$ cat src/rtl/spi_input_receiver_dac_if.sv
// rtl/spi_input_receiver_dac_if.sv - SPI DAC-frame bus (SCLK, SYNC_n, DIN)
//
// master : drives the serial bus (SPI transmitter or bench model)
// slave  : receives the serial bus (spi_input_receiver_dac)
interface spi_input_receiver_dac_if;
    logic input_SPI_SCLK;
    logic input_SPI_SYNC_n;
    logic input_SPI_DIN;

    modport master (
        output input_SPI_SCLK,
        output input_SPI_SYNC_n,
        output input_SPI_DIN
    );

    modport slave (
        input input_SPI_SCLK,
        input input_SPI_SYNC_n,
        input input_SPI_DIN
    );
endinterface

$ cat src/rtl/spi_input_receiver_dac.sv
// rtl/spi_input_receiver_dac.sv - oversampling SPI responder decoding 16-bit DAC frames
//
// Frame format: X X M1 M0 D11..D0, MSB first, framed by active-low SYNC_n.
// Ports:
//   clock_50Mhz   system clock
//   reset         synchronous, active-high reset
//   spi           SPI bus (slave modport): SCLK, SYNC_n, DIN, all asynchronous
//   outputSample  D11..D0 of the last complete frame
//   outputMode    bits 13:12 of the last complete frame
//   sampleValid   one-cycle pulse when outputSample/outputMode update
//   modeError     one-cycle pulse with sampleValid when mode != 0
//   frameAborted  one-cycle pulse when SYNC_n rises after 1..15 bits
//   isBusy        high while a frame is in progress
//   frameCount / errorCount  (only with SPI_RX_FRAME_COUNT_EN defined)
//                 completed frames; mode errors plus aborts (wrapping)
module spi_input_receiver_dac #(
    parameter bit SAMPLE_ON_RISING = 1'b1,
    parameter int SYNC_STAGES      = 2,
    parameter int FRAME_BITS       = 16
) (
    input  logic                          clock_50Mhz,
    input  logic                          reset,
    spi_input_receiver_dac_if.slave       spi,
    output logic [11:0]                   outputSample,
    output logic [1:0]                    outputMode,
    output logic                          sampleValid,
    output logic                          modeError,
    output logic                          frameAborted,
    output logic                          isBusy
`ifdef SPI_RX_FRAME_COUNT_EN
    ,
    output logic [15:0]                   frameCount,
    output logic [15:0]                   errorCount
`endif
);

    generate
        if (FRAME_BITS != 16) begin : g_bad_frame_bits
            $error("spi_input_receiver_dac: FRAME_BITS must be 16");
        end
        if (SYNC_STAGES < 2 || SYNC_STAGES > 3) begin : g_bad_sync_stages
            $error("spi_input_receiver_dac: SYNC_STAGES must be 2..3");
        end
    endgenerate

    typedef enum logic [1:0] {IDLE, SHIFT, LATCH, WAIT_HIGH} state_t;

    logic [SYNC_STAGES-1:0] sclk_sync;
    logic [SYNC_STAGES-1:0] sync_n_sync;
    logic [SYNC_STAGES-1:0] din_sync;
    logic                   sclk_prev;
    logic                   sync_n_prev;

    logic                   sclk_s;
    logic                   sync_n_s;
    logic                   din_s;
    logic                   sample_edge;
    logic                   sync_fall;
    logic                   sync_rise;

    state_t                 state;
    logic [FRAME_BITS-1:0]  shift_reg;
    logic [4:0]             bit_count;

    // Synchronizers and edge-history registers are deliberately not reset:
    // they keep tracking the pins during reset, so a SYNC_n that is already
    // low when reset releases does not look like a fresh falling edge.
    always_ff @(posedge clock_50Mhz) begin
        sclk_sync   <= {sclk_sync[SYNC_STAGES-2:0],   spi.input_SPI_SCLK};
        sync_n_sync <= {sync_n_sync[SYNC_STAGES-2:0], spi.input_SPI_SYNC_n};
        din_sync    <= {din_sync[SYNC_STAGES-2:0],    spi.input_SPI_DIN};
        sclk_prev   <= sclk_s;
        sync_n_prev <= sync_n_s;
    end

    assign sclk_s   = sclk_sync[SYNC_STAGES-1];
    assign sync_n_s = sync_n_sync[SYNC_STAGES-1];
    assign din_s    = din_sync[SYNC_STAGES-1];

    assign sample_edge = SAMPLE_ON_RISING ? (sclk_s & ~sclk_prev) : (~sclk_s & sclk_prev);
    assign sync_fall   = sync_n_prev & ~sync_n_s;
    assign sync_rise   = ~sync_n_prev & sync_n_s;

    always_ff @(posedge clock_50Mhz) begin
        if (reset) begin
            state        <= IDLE;
            shift_reg    <= '0;
            bit_count    <= '0;
            outputSample <= '0;
            outputMode   <= '0;
            sampleValid  <= 1'b0;
            modeError    <= 1'b0;
            frameAborted <= 1'b0;
            isBusy       <= 1'b0;
        end else begin
            sampleValid  <= 1'b0;
            modeError    <= 1'b0;
            frameAborted <= 1'b0;
            case (state)
                IDLE: begin
                    if (sync_fall) begin
                        bit_count <= '0;
                        state     <= SHIFT;
                        isBusy    <= 1'b1;
                    end
                end
                SHIFT: begin
                    // SYNC_n release wins over a coincident SCLK edge.
                    if (sync_rise) begin
                        frameAborted <= (bit_count != 5'd0);
                        state        <= IDLE;
                        isBusy       <= 1'b0;
                    end else if (sample_edge) begin
                        shift_reg <= {shift_reg[FRAME_BITS-2:0], din_s};
                        bit_count <= bit_count + 5'd1;
                        if (bit_count == 5'(FRAME_BITS - 1)) begin
                            state <= LATCH;
                        end
                    end
                end
                LATCH: begin
                    outputSample <= shift_reg[11:0];
                    outputMode   <= shift_reg[13:12];
                    sampleValid  <= 1'b1;
                    modeError    <= (shift_reg[13:12] != 2'b00);
                    // A SYNC_n release landing in this cycle must not be lost,
                    // otherwise the FSM would sit in WAIT_HIGH for a whole frame.
                    if (sync_rise) begin
                        state  <= IDLE;
                        isBusy <= 1'b0;
                    end else begin
                        state <= WAIT_HIGH;
                    end
                end
                WAIT_HIGH: begin
                    if (sync_rise) begin
                        state  <= IDLE;
                        isBusy <= 1'b0;
                    end
                end
                default: begin
                    state  <= IDLE;
                    isBusy <= 1'b0;
                end
            endcase
        end
    end

`ifdef SPI_RX_FRAME_COUNT_EN
    always_ff @(posedge clock_50Mhz) begin
        if (reset) begin
            frameCount <= '0;
            errorCount <= '0;
        end else begin
            if (sampleValid) begin
                frameCount <= frameCount + 16'd1;
            end
            if (modeError || frameAborted) begin
                errorCount <= errorCount + 16'd1;
            end
        end
    end
`endif

endmodule
$ cat src/flat_wrapper.sv
// flat-port wrapper written by rule: the top's interface ports become plain ports
module spi_input_receiver_dac_flat 
#(
    parameter bit SAMPLE_ON_RISING = 1'b1,
    parameter int SYNC_STAGES      = 2,
    parameter int FRAME_BITS       = 16
)
  (clock_50Mhz, reset, outputSample, outputMode, sampleValid, modeError, frameAborted, isBusy, spi_input_SPI_SCLK, spi_input_SPI_SYNC_n, spi_input_SPI_DIN);
  spi_input_receiver_dac_if spi_i ();
  input  logic clock_50Mhz;
  input  logic reset;
  output logic [11:0] outputSample;
  output logic [1:0] outputMode;
  output logic sampleValid;
  output logic modeError;
  output logic frameAborted;
  output logic isBusy;
  input wire logic [$bits(spi_i.input_SPI_SCLK)-1:0] spi_input_SPI_SCLK;
  input wire logic [$bits(spi_i.input_SPI_SYNC_n)-1:0] spi_input_SPI_SYNC_n;
  input wire logic [$bits(spi_i.input_SPI_DIN)-1:0] spi_input_SPI_DIN;
  assign spi_i.input_SPI_SCLK = spi_input_SPI_SCLK;
  assign spi_i.input_SPI_SYNC_n = spi_input_SPI_SYNC_n;
  assign spi_i.input_SPI_DIN = spi_input_SPI_DIN;
  spi_input_receiver_dac #(.SAMPLE_ON_RISING(SAMPLE_ON_RISING), .SYNC_STAGES(SYNC_STAGES), .FRAME_BITS(FRAME_BITS)) u_core (.clock_50Mhz(clock_50Mhz), .reset(reset), .spi(spi_i), .outputSample(outputSample), .outputMode(outputMode), .sampleValid(sampleValid), .modeError(modeError), .frameAborted(frameAborted), .isBusy(isBusy));
endmodule
$ cat config.mk
export PLATFORM = sky130hd
export DESIGN_NAME = spi_input_receiver_dac_flat
export DESIGN_NICKNAME = d
export VERILOG_FILES = /design/src/rtl/spi_input_receiver_dac_if.sv /design/src/rtl/spi_input_receiver_dac.sv /design/src/flat_wrapper.sv
export SDC_FILE = /design/constraint.sdc
export NUM_CORES = 1
export LEC_CHECK = 0
export CAP_MARGIN = 15
export CORE_AREA = 2 2 70 79
export DETAILED_ROUTE_END_ITERATION = 16
export DIE_AREA = 0 0 72 81
export GPL_TIMING_DRIVEN = 0
export PLACE_DENSITY_LB_ADDON = 0.05
export SETUP_SLACK_MARGIN = 0.4
export SYNTH_ARGS = -nofsm -noshare
export SYNTH_HDL_FRONTEND = slang
export SYNTH_SLANG_ARGS = --single-unit
$ cat constraint.sdc
create_clock -name clock_50Mhz -period 2.4 [get_ports clock_50Mhz]
set_input_delay 0.48 -clock clock_50Mhz [delete_from_list [all_inputs] [get_ports clock_50Mhz]]
set_output_delay 0.48 -clock clock_50Mhz [all_outputs]
set_load 0.03 [all_outputs]
==> results.yml <==
critical_path:
  slowest_stage: "clkdlybuf4s50_1"
  path_max_fanout: 3
  worst_ep_required_time_ps: 1920
  reg2regPathDepth: 6
  crit_path_end_kind: "primary output"
  critPathKind: "reg -> out"
  cp.arrival_ps: 1320
  critPathLaunch: "u_core.isBusy"
  cp_cell_sequence: "clkdlybuf4s50_1"
  rrSetupSlack_ps: 960
  worstReg2RegStart: "u_core.bit_count[0]"
  slowest_delay_ps: 680
  r2r_end: "u_core.state[0]"
  worstPathBufferInverterCount: 1
  worstSetupStartpointType: "register"
  cp_top_family: "buffers and inverters"
finish:
  mostFrequentLayoutCells: "dfxtp_1 (47), a21oi_1 (29), nand2_1 (29)"
  syn_to_final_growth_pct: 25.0
  drive_gt1_frac: 0.0776
  final_common_cell: "dfxtp_1"
  finalNetCount: 226
  antennaDiodeCount: 0
  finalNonFillerCells: 279
  largest_register_ffs: 14
clock_network:
  cts_resized: 0
  cts_buffers: 5
  holdBufCountCts: 0
  path_clk_slew_ps: 80
  postCtsSetupRepairBufs: 0
  cts_max_level: 2
  cts.sinks: 47
  cts-root-buf: "clkbuf_8"
  tritoncts: "done"
  clock_latency_ps: 300
  cts_buffer_depth: 2
synthesis:
  synth_top_area_frac: 0.550
  synth-seq-area-share: 0.550
  ys_ff_latch: 47
  synth-main-ff-cell: "dfxtp_1"
  yosys_warnings: 0
  synthCells: 189
  syn_nets: 197
  synth-edff-count: 0
  async_flop_share: 0
  yosysTopAreaCell: "dfxtp_1"
  synthTopCellsByArea: "dfxtp_1 (55%), a21oi_1 (8.5%), nand2_1 (6.4%)"
  synthDistinctLibCells: 29
  syn_area_mm2: 0.00171
  synth.avg_cell_area_um2: 9.06
placement:
  dpl.hpwl_um: 2530
  portBuffers: 22
  gp_routability_congestion: 0.796
  post-place-cells: 271
global_routing:
  grt_pass1_vias: 1290
  grt.overflow.total: 0
  grt_max_degree: 15
  grt_use_total: 0.133
  antenna_found_initial: 0
  grt_pass1_wl_um: 5950
pwr:
  p_per_area_mw_per_mm2: 717
  peakVddDrop_uv: 250
  cellLeakagePower_nw: 0.723
timing:
  whs_ps: 333
  max_slew_margin: 0.662
  clock.fmax_ghz: 0.555
  rsz0062_at_grt: "false"
  setup_tns_ps: 0
  finalCriticalPeriod_ps: 1800
  setup_viol: 0
  worst_pin_slew_ps: 500
  hold_violations: 0
  drv_slew: 0
  fin_skew_ps: 12.7
  timing.final.crit_share: 0.751
floorplanning:
  core_area_mm2: 0.00515
  dieHeight_um: 81
  design.die.area_mm2: 0.00583
  ioPinCount: 23
  die_w_um: 72
  start_util: 0.332
  core.rowCount: 28
drt:
  num_vias: 1381
  post_drt_via_cell_ratio: 4.95
  dr.first_iter.drc_count: 54
  wl_per_cell_um: 12.8
  drt-total-wl_um: 3570
  detail-route-antenna-nets: 0
  post-route-drc-count: 0
  firstDrtPassIters: 4
hold_path:
  hp-class: "reg -> reg"
  worstHoldEndpoint: "u_core.din_sync[1]"
  hold_path_depth: 0
  hp-start: "u_core.din_sync[0]"
run:
  maxCapViolCount: 0
run_status:
  status: "complete, no violations"
## synth_stat cells, types with 3 or more instances
master / instances
nor4b_1: 4
a211oi_1: 3
clkbuf_1: 5
buf_2: 6
nand3_1: 14
a21oi_1: 29
ha_1: 3
nand2b_1: 3
o21ai_0: 16
nor2b_1: 3
nand2_1: 29
inv_1: 5
dfxtp_1: 47
## metrics by stage
stage / setup slack (ps) / utilization / total power [mW] / area (µm²)
finish: 599 / 0.415 / 1.53 / 2140
global route: 528 / 0.415 / 1.59 / 2140
CTS: 578 / 0.415 / 1.56 / 2140
detailed placement: 357 / 0.390 / 0.873 / 2010
global placement: 378 / 0.390 / 0.872 / 2010
floorplan: 1090 / - / 0.850 / 1710
## layout make-up
cell class | instances | area (µm²)
Tap cell | 60 | 75.1
Clock inverter | 2 | 60.1
Inverter | 5 | 18.8
Fill cell | 519 | 3010
Sequential cell | 47 | 941
Clock buffer | 6 | 72.6
Multi-Input combinational cell | 123 | 681
Buffer | 14 | 71.3
Timing Repair Buffer | 22 | 220
## how the worst max path moves through the flow
stage	slack [ps]	end	cells after the start
after floorplan	1090	u_core.state[0]	6
after global placement	380	u_core.state[0]	4
after detailed placement	360	u_core.outputSample[1]	4
after CTS	580	isBusy	1
after global routing	530	u_core.state[0]	4
final	600	isBusy	1
## power by group
part           total [mW]  internal, mW  leakage (nW)  switching, mW
combinational      0.0570        0.0216         0.275         0.0355
clock               0.680         0.416        0.0654          0.263
sequential          0.797         0.790         0.382        0.00738
total                1.53          1.23         0.723          0.306
## routing by layer
| metal | GRT usage | wire [µm] | vias up |
|---|---|---|---|
| li1 | - | - | 714 |
| met1 | 0.160 | 1610 | 631 |
| met2 | 0.223 | 1760 | 29 |
| met3 | 0.0347 | 129 | 7 |
| met4 | 0.0566 | 77 | 0 |
| met5 | 0 | 0 | - |
## logic make-up (layout without fill, tap and decap cells)
logic type / after synthesis / count (layout) / share of synthesized area
and+or+nand+nor: 63 / 63 / 0.187
buffers and inverters: 19 / 49 / 0.0526
AOI/OAI and AO/OA: 57 / 57 / 0.189
DFF: 47 / 47 / 0.550
adders and majority gates: 3 / 3 / 0.0219
(Power assumes the default switching activity.)
